## src/rtl/vec_sigmoid_pwl_stage.sv

```systemverilog
// Elementwise piecewise-linear sigmoid over a tile of signed fixed-point lanes.
// Two-stage elastic pipeline (classify, then evaluate) with a per-vector tile counter.
module vec_sigmoid_pwl_stage #(
  parameter int unsigned TILE_SIZE  = 4,
  parameter int unsigned DATA_WIDTH = 16,
  parameter int unsigned FRAC_BITS  = 8,
  parameter int unsigned D          = 256
) (
  input  logic                              clk,
  input  logic                              rst,
  input  logic                              clr,
  input  logic                              in_valid,
  output logic                              in_ready,
  input  logic [TILE_SIZE*DATA_WIDTH-1:0]   in_vec,
  output logic                              out_valid,
  input  logic                              out_ready,
  output logic [TILE_SIZE*DATA_WIDTH-1:0]   out_vec,
  output logic                              out_last,
  output logic [$clog2(D/TILE_SIZE)-1:0]    tile_idx
);

  localparam int unsigned AW      = DATA_WIDTH - 1;
  localparam int unsigned N_TILES = D / TILE_SIZE;
  localparam int unsigned IW      = $clog2(N_TILES);

  localparam logic [IW-1:0]         LAST_TILE = IW'(N_TILES - 1);
  localparam logic [AW-1:0]         MAG_MAX   = {AW{1'b1}};
  localparam logic [AW-1:0]         T_SAT     = AW'(5 << FRAC_BITS);
  localparam logic [AW-1:0]         T_HIGH    = AW'((19 << FRAC_BITS) >> 3);
  localparam logic [AW-1:0]         T_MID     = AW'(1 << FRAC_BITS);
  localparam logic [DATA_WIDTH-1:0] ONE       = DATA_WIDTH'(1 << FRAC_BITS);
  localparam logic [DATA_WIDTH-1:0] OFF_HIGH  = DATA_WIDTH'((27 << FRAC_BITS) >> 5);
  localparam logic [DATA_WIDTH-1:0] OFF_MID   = DATA_WIDTH'((5 << FRAC_BITS) >> 3);
  localparam logic [DATA_WIDTH-1:0] OFF_LOW   = DATA_WIDTH'(1 << (FRAC_BITS - 1));

  typedef enum logic [1:0] {SegLow, SegMid, SegHigh, SegSat} seg_e;

  logic                              s1_valid_q, s2_valid_q;
  logic [TILE_SIZE-1:0][AW-1:0]      s1_mag_q, mag_d;
  seg_e [TILE_SIZE-1:0]              s1_seg_q, seg_d;
  logic [TILE_SIZE-1:0]              s1_neg_q, neg_d;
  logic [TILE_SIZE*DATA_WIDTH-1:0]   out_vec_q, res_d;
  logic [IW-1:0]                     tile_q;
  logic                              s1_move, s1_load, in_fire, out_fire;

  assign s1_move  = !s2_valid_q || out_ready;
  assign s1_load  = !s1_valid_q || s1_move;
  assign in_ready = !rst && !clr && s1_load;
  assign in_fire  = in_valid && in_ready;
  assign out_fire = s2_valid_q && out_ready;

  assign out_valid = s2_valid_q;
  assign out_vec   = out_vec_q;
  assign tile_idx  = tile_q;
  assign out_last  = s2_valid_q && (tile_q == LAST_TILE);

  for (genvar l = 0; l < TILE_SIZE; l++) begin : g_lane
    logic [DATA_WIDTH-1:0] x, x_neg, y;

    assign x        = in_vec[l*DATA_WIDTH +: DATA_WIDTH];
    assign x_neg    = -x;
    assign neg_d[l] = x[DATA_WIDTH-1];
    // Negating the most negative value wraps back to negative; clamp it instead.
    assign mag_d[l] = !neg_d[l] ? x[AW-1:0] :
                      (x_neg[DATA_WIDTH-1] ? MAG_MAX : x_neg[AW-1:0]);
    assign seg_d[l] = (mag_d[l] >= T_SAT)  ? SegSat  :
                      (mag_d[l] >= T_HIGH) ? SegHigh :
                      (mag_d[l] >= T_MID)  ? SegMid  : SegLow;

    always_comb begin
      unique case (s1_seg_q[l])
        SegSat:  y = ONE;
        SegHigh: y = DATA_WIDTH'(s1_mag_q[l] >> 5) + OFF_HIGH;
        SegMid:  y = DATA_WIDTH'(s1_mag_q[l] >> 3) + OFF_MID;
        default: y = DATA_WIDTH'(s1_mag_q[l] >> 2) + OFF_LOW;
      endcase
    end

    // Sigmoid symmetry: s(-a) = 1 - s(a).
    assign res_d[l*DATA_WIDTH +: DATA_WIDTH] = s1_neg_q[l] ? ONE - y : y;
  end

  always_ff @(posedge clk or posedge rst) begin
    if (rst) begin
      s1_valid_q <= 1'b0;
      s2_valid_q <= 1'b0;
      s1_mag_q   <= '0;
      s1_seg_q   <= {TILE_SIZE{SegLow}};
      s1_neg_q   <= '0;
      out_vec_q  <= '0;
      tile_q     <= '0;
    end else if (clr) begin
      s1_valid_q <= 1'b0;
      s2_valid_q <= 1'b0;
      tile_q     <= '0;
    end else begin
      if (s1_load) begin
        s1_valid_q <= in_valid;
      end
      if (in_fire) begin
        s1_mag_q <= mag_d;
        s1_seg_q <= seg_d;
        s1_neg_q <= neg_d;
      end
      if (s1_move) begin
        s2_valid_q <= s1_valid_q;
      end
      if (s1_move && s1_valid_q) begin
        out_vec_q <= res_d;
      end
      if (out_fire) begin
        tile_q <= (tile_q == LAST_TILE) ? '0 : tile_q + 1'b1;
      end
    end
  end

endmodule

```

## config.mk

```make
export PLATFORM = sky130hd
export DESIGN_NAME = vec_sigmoid_pwl_stage
export DESIGN_NICKNAME = d
export VERILOG_FILES = /design/src/rtl/vec_sigmoid_pwl_stage.sv
export SDC_FILE = /design/constraint.sdc
export NUM_CORES = 1
export LEC_CHECK = 0
export BUFFER_PORTS_ARGS = -buffer_cell sky130_fd_sc_hd__buf_2
export CAP_MARGIN = 20
export CORE_MARGIN = 2
export CORE_UTILIZATION = 55
export DETAILED_ROUTE_END_ITERATION = 8
export GPL_ROUTABILITY_DRIVEN = 0
export PLACE_DENSITY = 0.77
export SLEW_MARGIN = 20
export SYNTH_ARGS = -nofsm -noshare
export SYNTH_HDL_FRONTEND = slang
export SYNTH_SLANG_ARGS = --single-unit
export TNS_END_PERCENT = 30
```

## constraint.sdc

```tcl
create_clock -name clk -period 6 [get_ports clk]
set_input_delay 0.3 -clock clk [delete_from_list [all_inputs] [get_ports clk]]
set_output_delay 0.3 -clock clk [all_outputs]
set_load 0.02 [all_outputs]
```

* Word level (Yosys, flattened, before mapping)
Cells that the tools add are included.
** Operators by class
- Bitwise operators :: 1
- Multiplexer cells :: 35
- Reductions and logical operators :: 17
- Eq/ne operators :: 13
- $lt $le $gt $ge :: 12
- Add/subtract/negate cells :: 21
** Operators with widths (count)
- case mux 14 bit (3 select lines) :: 3
- 2-to-1 mux 15 bit :: 8
- 2-to-1 mux 16 bit :: 4
- negator 16 bit :: 4
- subtractor 9 x 16 -> 16 bit (first input constant) :: 4
- >= comparator 15 x 10 -> 1 bit (second input constant) :: 4
- >= comparator 15 x 11 -> 1 bit (second input constant) :: 4
- >= comparator 15 x 9 -> 1 bit (second input constant) :: 4
- adder 13 x 8 -> 14 bit (second input constant) :: 4
- adder 12 x 8 -> 13 bit (second input constant) :: 4
- case mux 16 bit (3 select lines) :: 1
- adder 10 x 8 -> 11 bit (second input constant) :: 4
- 2-to-1 mux 6 bit :: 3
- equality test 2 bit (second input constant) :: 8
- 2-to-1 mux 2 bit :: 8
- equality test 2 x 1 -> 1 bit (second input constant) :: 4
- 2-to-1 mux 1 bit :: 8
- adder 6 x 1 -> 6 bit (second input constant) :: 1
- equality test 6 bit (second input constant) :: 1
- logical AND 1 bit :: 6
- nonzero test 2 bit :: 3
- logical NOT 1 bit :: 4
- AND reduction 2 bit :: 2
- logical OR 1 bit :: 2
- inverter 1 bit :: 1
** Storage, ports and cells
- Register bits after elaboration :: 144
- Output and inout bits :: 73
- Logic and storage cells :: 112
- Input bits :: 69

* Logic depth before layout (Yosys ltp)
- Word-level depth :: 7
- Mapped depth :: 11
- Gate-level depth less buffers :: 10

* Worst setup path before layout
No wires, ideal clock.
- Path type :: flip-flop to flip-flop
- Start :: register s1_mag_q[24] (netlist bit)
- End :: register out_vec_q[29], in the netlist out_vec[29]
- Data arrival time :: 2.568 ns
- Slack :: 3.303 ns
- Cell stages (with the launch flop) :: 11
- Path buffers :: 0
- Cells stage by stage :: dfrtp_1 inv_1 ha_1 a2111oi_0 nor3_1 a41oi_1 nand3_1 or3_1 o21ai_1 xor2_1 o21ai_1
** Between the ends
- Longest elaborated chain between the ends :: 4
- Elaborated cells between the ends (all ways) :: 6
- Those cells by class :: 4 x add/sub; 2 x mux
** RTL lines
- from (decl) :: RTL line 39 : logic [TILE_SIZE-1:0][AW-1:0] s1_mag_q, mag_d;
- from (signal assigned) :: RTL line 101 : s1_mag_q <= mag_d;
- adder 13 x 8 -> 14 bit, or another cell as far along :: RTL line 75 : default: y = DATA_WIDTH'(s1_mag_q[l] >> 2) + OFF_LOW;
- case mux 14 bit (3 select lines) * :: RTL line 71 : unique case (s1_seg_q[l])
- subtractor 9 x 16 -> 16 bit :: RTL line 80 : assign res_d[l*DATA_WIDTH +: DATA_WIDTH] = s1_neg_q[l] ? ONE - y : y;
- 2-to-1 mux 16 bit * :: RTL line 80
- to (signal assigned) :: RTL line 109 : out_vec_q <= res_d;
- to (decl) :: RTL line 42 : logic [TILE_SIZE*DATA_WIDTH-1:0] out_vec_q, res_d;
Every way passes the cells marked *; elsewhere a longest branch is shown, timed or not.
A chain may end at the register's enable or synchronous reset.

* Worst setup path after layout
Same ends and word-level chain as after synthesis.

==> summary.txt <==
Clocking
  • Clk pin slew, worst setup/hold paths: 60 ps
  • TritonCTS Sinks: about 140
  • CTS H-tree depth: 4
  • Root Buffer: clkbuf_16
  • Max Buffers Root-to-Sink: 2
  • CTS tree: done
  • CTS Buf Count: 17
  • Clk_lat worst skew: 420 ps
  • Hold_buf cts: 1
  • Setup repair bufs after CTS: 0
  • Post-CTS Resized: 0

Worst setup path
  • Worst Path Class, Setup: reg -> reg
  • Most used cell along the critical path: o21ai_1
  • Nature of the critical path endpoint: register
  • Required @ worst endpoint: 6290 ps
  • Critical-path maximum fanout: 10
  • CP cell instances: inv_1 > ha_1 > a2111oi_0 > nor3_1 > a41oi_1 > nand3_1 > or3_1 > o21ai_1 > xor2_1 > o21ai_1
  • Worst R2R Path Depth: 10
  • CP max-delay cell: a2111oi_0
  • Slowest stage delay, CP: 830 ps
  • Nature of the critical path startpoint: register
  • WP data arrival: about 3500 ps

STA
  • Fin crit share: 0.539
  • RSZ-0062 raised after global routing: false
  • Worst slew margin: 0.277
  • Slew @ Worst Pin: 1060 ps
  • Endpoints failing hold: 0
  • Worst Skew: roughly 5.5 ps
  • # setup viols final: 0
  • Final worst slack: roughly 2800 ps
  • Slew Limit Fails: 0
  • Setup tns final: 0 ps
  • Fmax: slightly above 0.3 GHz
  • Tmin final: approximately 3200 ps
  • Final hold slack: about 120 ps

Yosys
  • Post-synthesis sequential area ratio: 0.331
  • Synthesis Warnings: 0
  • Post-synthesis xor/xnor area fraction: 0.118
  • Post-Syn Instances: 1293
  • Proportion of synthesized area in mux cells: 0.0210
  • Main combinational cell family by area after synthesis: simple AND/OR/NAND/NOR gates
  • Top cells by area, synth: dfrtp_1, o21ai_0, nand2_1
  • Net Count, Synth: 1391
  • Mean Syn Cell Area: 7.96 µm²
  • Synth area leader: dfrtp_1
  • Synth Area in Compound Gates: 0.218
  • Post-Synth Adder-Cell Area: 0.0352
  • Async S/R FF share, synth: 1.00
  • Synth Register Bits: 136
  • Post-synthesis cell type count: 75
  • Number of flops mapped to enable cells by yosys: 0
  • Top FF cell, synth: dfrtp_1
  • Cell area after synthesis: 10300 µm²
  • Synth top area share: 0.331
  • Synth Area in Simple Gates: 0.225

GRT
  • Grt ovf: 0
  • Vias in the first global route: 8457
  • GR Util All Layers: 0.245
  • Largest net degree at the start of global routing: 78
  • Initial antenna violation count: 0
  • First-pass GRT wire length: 40.4 mm

Cells and area
  • Antenna fix cells: 0
  • Share of layout cells above drive strength 1: 0.156
  • Core Util, Final: 0.627
  • Filler instances: between 1500 and 2000
  • Layout net count: 1468
  • FF+latch area: 3400 µm²
  • Area growth syn-to-layout: 12.8%
  • Area of the multi-input gates: 6360 µm²
  • Final std cells w/o fill: 1617

Die
  • Die Wd: 141 µm
  • Io pins: 142
  • Die Footprint: 19800 µm²
  • Die Y: 141 µm
  • Initial Util: 0.556
  • Core ar.: roughly 19000 µm²
  • Standard-cell rows: 50

Routing
  • Via/cell ratio: about 5.7
  • DRT iter0 DRCs: 574
  • DRC: 0
  • DR WL/cell: approximately 15 µm
  • First drt pass iteration count: 5
  • Detail Route Antenna Nets: 0
  • Via count: 9267
  • Total Wirelength: between 20 and 25 mm

Placement
  • Port bufs: 141
  • Hpwl dp: 17.2 mm
  • Placed cells: between 1500 and 2000
  • Setup WS pre-CTS: 2940 ps

Hold path
  • Hold Crit Depth: 3
  • Hold/Removal Path Class: in -> reg

Power
  • Pwr Density: 305 nW/µm²
  • VDD IR max: approximately 0.17 mV
  • Pleak: ~5.2 nW

Job
  • Number of max-cap violations: 0

Status
  • Status: complete, no violations
## stage by stage
step	area [µm²]	total power, mW
after floorplan	10300	2.07
after global placement	11000	2.36
after detailed placement	11000	2.39
after CTS	11600	3.56
after global routing	11600	3.75
final	11600	3.55
## critical path, delay by kind of cell (launching register included)
family,cells,cell delay (ps)
xor gates and xnor gates,1,170
AOI/OAI and AO/OA,4,1340
and+or+nand+nor,3,730
buffers and inverters,1,110
adders and majority gates,1,230
DFF,1,530
## where the power goes
group / leakage (nW) / internal, mW / switching, mW
clock: 0.316 / 0.758 / 0.405
combinational: 3.24 / 0.428 / 0.629
sequential: 1.67 / 1.10 / 0.224
## per-layer routing
metal,global-route usage,vias to the layer above,wire length (µm)
met5,0,-,0
met4,0.0947,0,642
met3,0.0360,47,990
met2,0.408,228,11500
met1,0.323,4308,10900
li1,-,4684,-
## cell usage in the layout (no fill, tap or decap), types with 11 or more instances in the layout
cell type / synthesis / layout
xnor2_1: 73 / 73
mux2i_1: 16 / 16
o31ai_1: 21 / 21
a31oi_1: 34 / 34
nor2_1: 109 / 109
nand3_1: 22 / 22
o21ai_0: 150 / 150
or3_1: 16 / 16
clkbuf_16: 0 / 17
dfrtp_1: 136 / 136
nor3_1: 25 / 25
a21oi_1: 59 / 59
inv_1: 39 / 38
nor2b_1: 26 / 26
o21a_1: 11 / 11
buf_2: 18 / 141
nand4_1: 17 / 17
ha_1: 29 / 29
a211oi_1: 13 / 13
nand2_1: 172 / 172
nand2b_1: 22 / 22
xor2_1: 66 / 66
## worst paths after layout
check | from | end | slack, ps
worst max-delay path | s1_mag_q[24] | out_vec[29] | 2760
worst min-delay path | in_valid | s1_valid_q | 120
worst max register to register | s1_mag_q[24] | out_vec[29] | 2760
worst min register to register | out_vec[42] | out_vec[42] | 470
max in group asynchronous | rst | s1_mag_q[40] | 4180
min in group asynchronous | rst | tile_idx[2] | 530
## cells by family after synthesis
logic type               count (synthesis)
AO/OA/AOI/OAI                          363
XOR/XNOR                               139
adder cells (fa/ha/maj)                 29
buffers and inverters                  129
flip-flops                             136
multiplexers                            21
AND/OR/NAND/NOR                        476
## synthesized netlist by cell type (all sizes together) (9+ instances only)
cell type	count
dfrtp	136
nand2b	22
nor3b	9
nand3b	9
or2	9
xor2	66
mux2i	16
o31ai	21
xnor2	73
o21ai	154
a21oi	59
nand4	17
nor2b	26
nor2	109
nand2	172
nor3	25
a21o	9
ha	29
nand3	22
a211oi	13
a31oi	34
or3	16
clkbuf	60
buf	28
inv	41
o21a	11
## state kept, by name, indices dropped and copies added (netlist names)
name,flops
s1_neg_q,4
s1_mag_q,52
s1_seg_q,8
out_vec,64
tile_idx,6
s1_valid_q,1
out_valid,1
## final cells by class
class,instances,share of cell area
clock buffers,20,0.0393
clock inverters,12,0.0170
inverters,41,0.0137
multi-input cells,1028,0.548
flip-flops and latches,136,0.293
well taps,234,0.0252
repair buffers,146,0.0642
No activity file was read; power rests on OpenSTA's default activity.
